**src/rtl/mem_access_ctrl.sv**
```systemverilog
`default_nettype none
// ============================================================================
//  Module      : mem_access_ctrl
//  Description : Processor-to-memory access controller. Accepts byte,
//                halfword and word loads/stores against a 32-bit word memory,
//                performs read-modify-write for sub-word stores, rejects
//                misaligned or illegal-size requests, and reports a timeout
//                when a memory completion strobe never arrives.
//  Revision    : 1.0 - initial release
// ============================================================================
module mem_access_ctrl #(
    parameter int TIMEOUT = 16
) (
    input  logic        clk,
    input  logic        rst,
    input  logic        req_valid,
    output logic        req_ready,
    input  logic        req_we,
    input  logic [9:0]  req_addr,
    input  logic [1:0]  req_size,
    input  logic        req_signed,
    input  logic [31:0] req_wdata,
    output logic        resp_valid,
    output logic [31:0] resp_rdata,
    output logic        resp_err,
    output logic        read,
    output logic        write,
    output logic [7:0]  read_addr,
    output logic [7:0]  write_addr,
    output logic [31:0] wr_data,
    input  logic [31:0] rd_data,
    input  logic        rd_done,
    input  logic        wr_done
);

    localparam logic [1:0] c_SIZE_BYTE = 2'b00;
    localparam logic [1:0] c_SIZE_HALF = 2'b01;
    localparam logic [1:0] c_SIZE_WORD = 2'b10;
    localparam logic [1:0] c_SIZE_ILL  = 2'b11;

    // Counter is wide enough to hold TIMEOUT-1; the wait state ends on that value.
    localparam int                c_CNT_W    = $clog2(TIMEOUT + 1);
    localparam logic [c_CNT_W-1:0] c_CNT_LAST = c_CNT_W'(TIMEOUT - 1);
    localparam logic [c_CNT_W-1:0] c_CNT_ONE  = c_CNT_W'(1);

    typedef enum logic [2:0] {
        IDLE     = 3'd0,
        RD_ISSUE = 3'd1,
        RD_WAIT  = 3'd2,
        WR_ISSUE = 3'd3,
        WR_WAIT  = 3'd4,
        RESP     = 3'd5
    } state_t;

    state_t             r_state;
    logic               r_we;
    logic [1:0]         r_lane;
    logic [1:0]         r_size;
    logic               r_signed;
    logic [31:0]        r_wdata;
    logic [31:0]        r_word;
    logic [c_CNT_W-1:0] r_cnt;

    logic               w_misaligned;
    logic [31:0]        w_merged;
    logic [7:0]         w_byte;
    logic [15:0]        w_half;
    logic [31:0]        w_load;

    // Ready is a pure state decode, but forced low while reset is held.
    assign req_ready = (r_state == IDLE) && !rst;

    // Alignment / size legality of the request currently offered.
    always_comb begin
        w_misaligned = 1'b0;
        case (req_size)
            c_SIZE_HALF: w_misaligned = req_addr[0];
            c_SIZE_WORD: w_misaligned = (req_addr[1:0] != 2'b00);
            c_SIZE_ILL:  w_misaligned = 1'b1;
            default:     w_misaligned = 1'b0;
        endcase
    end

    // Store word: sub-word data merged into the captured word; word stores pass through.
    always_comb begin
        w_merged = r_word;
        case (r_size)
            c_SIZE_BYTE: begin
                case (r_lane)
                    2'd0:    w_merged[7:0]   = r_wdata[7:0];
                    2'd1:    w_merged[15:8]  = r_wdata[7:0];
                    2'd2:    w_merged[23:16] = r_wdata[7:0];
                    default: w_merged[31:24] = r_wdata[7:0];
                endcase
            end
            c_SIZE_HALF: begin
                if (r_lane[1]) begin
                    w_merged[31:16] = r_wdata[15:0];
                end else begin
                    w_merged[15:0]  = r_wdata[15:0];
                end
            end
            default: w_merged = r_wdata;
        endcase
    end

    assign wr_data = w_merged;

    // Load extraction: pick the addressed lane from the returning word and extend it.
    always_comb begin
        w_byte = rd_data[7:0];
        case (r_lane)
            2'd0:    w_byte = rd_data[7:0];
            2'd1:    w_byte = rd_data[15:8];
            2'd2:    w_byte = rd_data[23:16];
            default: w_byte = rd_data[31:24];
        endcase
        w_half = r_lane[1] ? rd_data[31:16] : rd_data[15:0];
        case (r_size)
            c_SIZE_BYTE: w_load = {{24{r_signed & w_byte[7]}}, w_byte};
            c_SIZE_HALF: w_load = {{16{r_signed & w_half[15]}}, w_half};
            default:     w_load = rd_data;
        endcase
    end

    // Main FSM; strobes and response fields are registered and default low each cycle.
    always_ff @(posedge clk) begin
        if (rst) begin
            r_state    <= IDLE;
            r_we       <= 1'b0;
            r_lane     <= 2'b00;
            r_size     <= 2'b00;
            r_signed   <= 1'b0;
            r_wdata    <= 32'h0;
            r_word     <= 32'h0;
            r_cnt      <= '0;
            read       <= 1'b0;
            write      <= 1'b0;
            read_addr  <= 8'h0;
            write_addr <= 8'h0;
            resp_valid <= 1'b0;
            resp_rdata <= 32'h0;
            resp_err   <= 1'b0;
        end else begin
            read       <= 1'b0;
            write      <= 1'b0;
            resp_valid <= 1'b0;
            resp_err   <= 1'b0;
            resp_rdata <= 32'h0;
            case (r_state)
                IDLE: begin
                    if (req_valid) begin
                        r_we       <= req_we;
                        r_lane     <= req_addr[1:0];
                        r_size     <= req_size;
                        r_signed   <= req_signed;
                        r_wdata    <= req_wdata;
                        read_addr  <= req_addr[9:2];
                        write_addr <= req_addr[9:2];
                        if (w_misaligned) begin
                            r_state    <= RESP;
                            resp_valid <= 1'b1;
                            resp_err   <= 1'b1;
                        end else if (req_we && (req_size == c_SIZE_WORD)) begin
                            r_state <= WR_ISSUE;
                            write   <= 1'b1;
                        end else begin
                            // Loads and sub-word stores both start with a read.
                            r_state <= RD_ISSUE;
                            read    <= 1'b1;
                        end
                    end
                end
                RD_ISSUE: begin
                    r_state <= RD_WAIT;
                    r_cnt   <= '0;
                end
                RD_WAIT: begin
                    if (rd_done) begin
                        r_word <= rd_data;
                        if (r_we) begin
                            r_state <= WR_ISSUE;
                            write   <= 1'b1;
                        end else begin
                            r_state    <= RESP;
                            resp_valid <= 1'b1;
                            resp_rdata <= w_load;
                        end
                    end else if (r_cnt == c_CNT_LAST) begin
                        r_state    <= RESP;
                        resp_valid <= 1'b1;
                        resp_err   <= 1'b1;
                    end else begin
                        r_cnt <= r_cnt + c_CNT_ONE;
                    end
                end
                WR_ISSUE: begin
                    r_state <= WR_WAIT;
                    r_cnt   <= '0;
                end
                WR_WAIT: begin
                    if (wr_done) begin
                        r_state    <= RESP;
                        resp_valid <= 1'b1;
                    end else if (r_cnt == c_CNT_LAST) begin
                        r_state    <= RESP;
                        resp_valid <= 1'b1;
                        resp_err   <= 1'b1;
                    end else begin
                        r_cnt <= r_cnt + c_CNT_ONE;
                    end
                end
                RESP: begin
                    r_state <= IDLE;
                end
                default: begin
                    r_state <= IDLE;
                end
            endcase
        end
    end

endmodule
`default_nettype wire

```
**config.mk**
```make
export PLATFORM = sky130hd
export DESIGN_NAME = mem_access_ctrl
export DESIGN_NICKNAME = d
export VERILOG_FILES = /design/src/rtl/mem_access_ctrl.sv
export SDC_FILE = /design/constraint.sdc
export NUM_CORES = 1
export LEC_CHECK = 0
export ABC_AREA = 1
export CORE_ASPECT_RATIO = 0.9
export CORE_MARGIN = 2
export CORE_UTILIZATION = 51
export DETAILED_ROUTE_END_ITERATION = 7
export PLACE_DENSITY = 0.95
export SYNTH_ARGS = -nofsm -noshare
export SYNTH_HDL_FRONTEND = slang
export SYNTH_SLANG_ARGS = --single-unit
```
**constraint.sdc**
```tcl
create_clock -name clk -period 3.3 [get_ports clk]
set_clock_uncertainty 0.1 [all_clocks]
set_input_delay 0.66 -clock clk [delete_from_list [all_inputs] [get_ports clk]]
set_output_delay 0.66 -clock clk [all_outputs]
set_load 0.1 [all_outputs]
```
==> results of run 1 <==
[kinds of logic after synthesis]
family,after synthesis,synth area share
simple gates,298,0.220
compound gates,234,0.230
buf+inv,152,0.118
flops,122,0.428
fa+ha+maj,2,0.00439
[where the power goes]
group	leakage [nW]	switching (mW)	internal (mW)
registers	0.995	0.211	1.74
logic	2.31	3.47	1.37
clock network	0.282	0.723	1.15
[area by class of cell]
class                   count  area, µm²
diodes                      1       2.50
multi-input cells         534       2600
clock inverters            13        144
well taps                 152        190
flip-flops and latches    122       2440
fillers                   771       2680
repair buffers            179       1970
inverters                  99        377
clock buffers              19        453
[worst max path at each step]
stage	endpoint	cells after the start	slack (ps)	startpoint
finish	wr_data[30]	7	260	r_size[0]$_SDFFE_PP0P_
global route	wr_data[4]	8	180	r_size[1]$_SDFFE_PP0P_
CTS	wr_data[14]	6	110	r_size[1]$_SDFFE_PP0P_
detailed placement	wr_data[14]	6	580	r_size[1]$_SDFFE_PP0P_
global placement	wr_data[13]	6	720	r_size[1]$_SDFFE_PP0P_
floorplan	wr_data[26]	6	40	r_lane[1]$_SDFFE_PP0P_
[worst min-delay path, stage by stage (launching register included)]
cell and delay [ps]:
dfxtp_1 290, inv_1 60, a21oi_1 60
[sequential cells by signal, indices dropped and copies added (netlist names)]
signal	count
resp_rdata	32
resp_err	1
read	1
r_wdata	32
r_we	1
r_state	3
r_size	2
r_lane	2
resp_valid	1
r_signed	1
write_addr	8
write	1
r_word	32
r_cnt	5
[layer usage]
layer	part of all wire	wire, µm
met5	0	0
met4	0.037	724
met2	0.47	9350
met3	0.11	2130
met1	0.38	7530
[placed cells by master (no fill, tap or decap), types with 3 or more instances in the layout]
cell type          n
nand2_1          194
dfxtp_1          122
o21ai_0           95
a21oi_1           93
inv_1             92
clkdlybuf4s50_1   82
buf_4             63
nor2_1            57
buf_12            34
nand3_1           30
o221ai_1          21
clkbuf_16         17
o211ai_1           9
a31oi_1            8
nor2_4             4
inv_2              4
clkinvlp_4         4
a21oi_2            3
nand3_2            3
clkinv_4           3
==> impl_metrics.toml, run 1 <==
[clock_network]
h-tree-depth = 4
cts_num_sinks = 122
cts.path.max_buffers = 2
hold_buffers = 0
clkTransAtPathRegs_ps = 60
cts_buffers = 17
postCtsSetupBuffers = 0
postCtsResizedCells = 0
clk-insertion-delay-late_ps = 420
cts_tree = "built"
cts-root-buf = "clkbuf_16"

[setup_path]
worstSetupEndpointType = "output port"
path_delay_family = "flip-flops"
r2r_start = "r_size[0]$_SDFFE_PP0P_"
critical_path_class = "reg2out"
worstPathCellList = "inv_4, nor2_4, inv_1, a21oi_1, o21ai_0, o211ai_1, buf_12"
r2r_end = "resp_rdata[15]$_SDFF_PP0_"
ff2ff_path_depth = 5
required_ps = 2540
startpoint_type = "register"
crit_path_max_fanout = 11
r2r_setup_slack_ps = 1110
crit_slowest_cell = "dfxtp_1"
cpPeakStageDelay_ps = 720
crit_buf_inv = 3
cp.arrival_ps = 2280

[outcome]
outcome = "complete, no violations"

[sta]
setup_ws_ps = 262
final_max_slew_viol_count = 0
setup_viol = 0
timing.hold.ws_ps = 356
max_freq_mhz = 329
fin_crit_sh = 0.921
slew_headroom = 0.575
tightest_slew_ps = 636
setup_tns_ps = 0
layout_min_cycle_time_ps = 3040
finalHoldViolCount = 0
rsz0062_at_grt = "false"

[global_routing]
grt_busiest_layer = "met2"
grt_overflow = 0
grt_use_met1 = 0.408
grt_antenna_before_repair = 1
grt_pass1_vias = 6109
grt_util_met3 = 0.116
grt_use_total = 0.337
grt_pass1_wl_um = 31600
grt_max_degree = 64
use_met2 = 0.540

[synth]
yosys_most_used_dff = "dfxtp_1"
synth_cell_types = 34
yosysWarnings = 0
yosysSeqAreaShare = 0.428
avgSynthCellArea_um2 = 7.06
synth_most_common_cell = "nand2_1"
synthTopCellsByCount = "nand2_1, dfxtp_1, o21ai_0"
synth_nets = 893
synth_area_leaders = "dfxtp_1, nand2_1, o21ai_0, a21oi_1, inv_1"
yosys.area.top_type = "dfxtp_1"
synthCells = 808
synth-edff-count = 0
async_reset_ff_frac = 0
yosysTopAreaCellShare = 0.428
synth-seq-cells = 122
netlist_area_um2 = 5710

[min_path]
holdPathStages = 2
worstHoldStart = "r_wdata[16]$_SDFFE_PP0P_"
holdPathEnd = "r_wdata[16]$_SDFFE_PP0P_"
hold_class = "reg2reg"

[cells_and_area]
drive_above_1_share = 0.157
utilization = 0.754
syn_to_final_growth_pct = 43.4
nets = 1038
instances_no_fill = 1119
stdcell_area_um2 = 8180

[floorplan]
ios = 168
die_h_um = 104
die_x_um = 115
die_area_um2 = 12100
start_util = 0.526
core_um2 = 10900
num_rows = 36

[detailed_routing]
detail-route-antenna-nets = 0
drt-vias-per-instance = 5.57
vias = 6231
drtIter0Drc = 600
drc = 0
wirelength_um = 19700
drt-wirelength-per-cell_um = 17.6
drt-pass1-iter-count = 6

[placed_design]
placed_area_um2 = 7580
dpl_worst_slack_ps = 576
hpwl_um = 13800
gp_congestion = 0.971
port_buffers = 167
dp_cells = 1086

[run]
max_cap_viol_count = 0

[pwr]
p_leak_nw = 3.58
power_mw = 8.67
power.density_nw_per_um2 = 1060
peakVddDrop_mv = 1.12
(Power assumes the default switching activity.)
==> run 2, diff against run 1 <==
--- a/config.mk
+++ b/config.mk
@@ -5,10 +5,10 @@
 export SDC_FILE = /design/constraint.sdc
 export NUM_CORES = 1
 export LEC_CHECK = 0
-export ABC_AREA = 1
 export CORE_ASPECT_RATIO = 0.9
 export CORE_MARGIN = 2
-export CORE_UTILIZATION = 51
+export CORE_UTILIZATION = 52
+export CTS_BUF_LIST = sky130_fd_sc_hd__clkbuf_8
 export DETAILED_ROUTE_END_ITERATION = 7
 export PLACE_DENSITY = 0.95
 export SYNTH_ARGS = -nofsm -noshare
==> impl_metrics.toml, run 2 <==
[outcome]
outcome = "finished, violations left"
violations = "design-rule violations"

[setup_path]
crit_path_max_fanout = 15
cpPeakStageDelay_ps = 560
critical_path_class = "reg2out"
worstPathCellList = "nand2b_1, a21o_1, mux2_2, buf_12"
required_ps = 2540
cp.arrival_ps = 2400
crit_slowest_cell = "a21o_1"
path_delay_family = "compound AO/OA/AOI/OAI gates"
worstSetupEndpointType = "output port"
crit_buf_inv = 1
startpoint_type = "register"
r2r_setup_slack_ps = 490

[floorplan]
core_um2 = 10200
die_area_um2 = 11400
start_util = 0.534
die_x_um = 112
num_rows = 35
die_h_um = 101
ios = 168

[cells_and_area]
nets = 910
drive_above_1_share = 0.190
final_common_cell = "nand2_1"
syn_to_final_growth_pct = 39.9
layout_common_cells = "nand2_1, dfxtp_1, a21oi_1"
reg_top3 = "r_wdata (32), r_word (32), resp_rdata (32)"
num_antenna_cells = 0
utilization = 0.747

[synth]
synthTopCellsByCount = "nand2_1, dfxtp_1, a21oi_1"
netlist_area_um2 = 5480
yosysSeqAreaShare = 0.446
synthCells = 690
yosysTopAreaCellShare = 0.446
synth_nets = 775
synth_most_common_cell = "nand2_1"
yosys_most_used_dff = "dfxtp_1"
avgSynthCellArea_um2 = 7.94
synth-seq-cells = 122
yosysWarnings = 0
synth_cell_types = 49
yosys.area.top_type = "dfxtp_1"
synth_area_leaders = "dfxtp_1, nand2_1, a21oi_1, mux2_2, a22o_1"
async_reset_ff_frac = 0
synth-edff-count = 0

[sta]
rsz0062_at_grt = "false"
tightest_slew_ps = 1290
finalHoldViolCount = 0
fin_crit_sh = 0.958
setup_tns_ps = 0
max_freq_mhz = 316
setup_viol = 0
final_max_slew_viol_count = 0
layout_min_cycle_time_ps = 3160
slew_headroom = 0.134

[global_routing]
grt_max_degree = 63
grt_pass1_wl_um = 28400
grt_antenna_before_repair = 0
grt_overflow = 0
grt_use_total = 0.314
grt_pass1_vias = 5493

[detailed_routing]
detail-route-antenna-nets = 0
drc = 18
wirelength_um = 18300
drt-vias-per-instance = 6.05
vias = 5850
drtIter0Drc = 706
drt-wirelength-per-cell_um = 19.0
drt-pass1-iter-count = 8

[run]
max_cap_viol_count = 0

[placed_design]
hpwl_um = 12800
gp_congestion = 0.919
port_buffers = 167

[clock_network]
cts.path.max_buffers = 2
cts-root-buf = "clkbuf_8"
hold_buffers = 0
h-tree-depth = 4
cts_num_sinks = 122
clkTransAtPathRegs_ps = 70
clk-insertion-delay-late_ps = 430
postCtsResizedCells = 0
cts_tree = "built"
cts_buffers = 17
postCtsSetupBuffers = 0

[min_path]
hold_class = "reg2reg"

[pwr]
p_leak_nw = 2.99
power.density_nw_per_um2 = 677
peakVddDrop_mv = 0.423
power_mw = 5.19
run 2: cell types whose count changed after synthesis, moves of 9 or more:
cell	previous run	this run
nand2_1	194	207
a22o_1	0	14
o221ai_1	21	0
o21ai_0	95	19
a21oi_1	94	113
o211ai_1	9	0
a22oi_1	0	14
nor2_1	57	14
mux2i_1	0	11
nand3_1	30	9
a21o_1	0	9
inv_1	92	12
mux2_2	0	16
run 2: final cells by class:
| class | instances | area, µm² |
|---|---|---|
| tap | 129 | 161 |
| multi-input combinational | 493 | 2680 |
| sequential | 122 | 2440 |
| clock buffer | 17 | 234 |
| fill | 686 | 2590 |
| inverter | 13 | 48.8 |
| clock inverter | 15 | 154 |
| timing repair buffer | 178 | 1940 |
run 2: metrics by stage:
stage,area [µm²],instances,worst slack (ps),hold slack (ps)
final,7660,967,138,354
after global routing,7660,967,30.9,373
after CTS,7660,967,174,357
after detailed placement,7270,935,453,348
after global placement,7270,935,657,343
after floorplan,5490,690,48.8,334
run 2: worst register-to-register path, stage by stage (launching register included):
cell,delay [ps]
dfxtp_1,360
buf_4,370
mux2i_1,370
nor3_1,170
o21ai_1,1030
a21oi_1,220
run 2: final timing paths:
| check | startpoint | to | depth (start not counted) |
|---|---|---|---|
| setup / recovery | r_lane[0]$_SDFFE_PP0P_ | wr_data[5] | 4 |
| hold reg to reg | r_word[16]$_SDFFE_PP0P_ | r_word[16]$_SDFFE_PP0P_ | 2 |
| hold / removal | r_word[16]$_SDFFE_PP0P_ | r_word[16]$_SDFFE_PP0P_ | 2 |
| setup reg to reg | r_lane[1]$_SDFFE_PP0P_ | resp_rdata[24]$_SDFF_PP0_ | 5 |
run 2: logic make-up after synthesis:
group                      after synthesis  share of synthesized area
AOI/OAI and AO/OA                      201                      0.225
xor gates and xnor gates                 1                    0.00160
adders and majority gates                2                    0.00457
buffers and inverters                   75                     0.0670
DFF                                    122                      0.446
muxes                                   27                     0.0530
and+or+nand+nor                        262                      0.203
run 2: report_power, final:
group          leakage [nW]  internal (mW)  switching, mW  total, mW
Clock                 0.193          0.670          0.631       1.30
Sequential            0.991           1.62          0.174       1.80
Combinational          1.80          0.658           1.43       2.09
Total                  2.99           2.95           2.23       5.19
run 2: routing by layer:
layer | wire (µm) | global-route usage | share of wire
met1 | 7070 | 0.389 | 0.39
met2 | 8660 | 0.518 | 0.47
met3 | 1810 | 0.0784 | 0.099
met4 | 811 | 0.150 | 0.044
met5 | 0 | 0 | 0
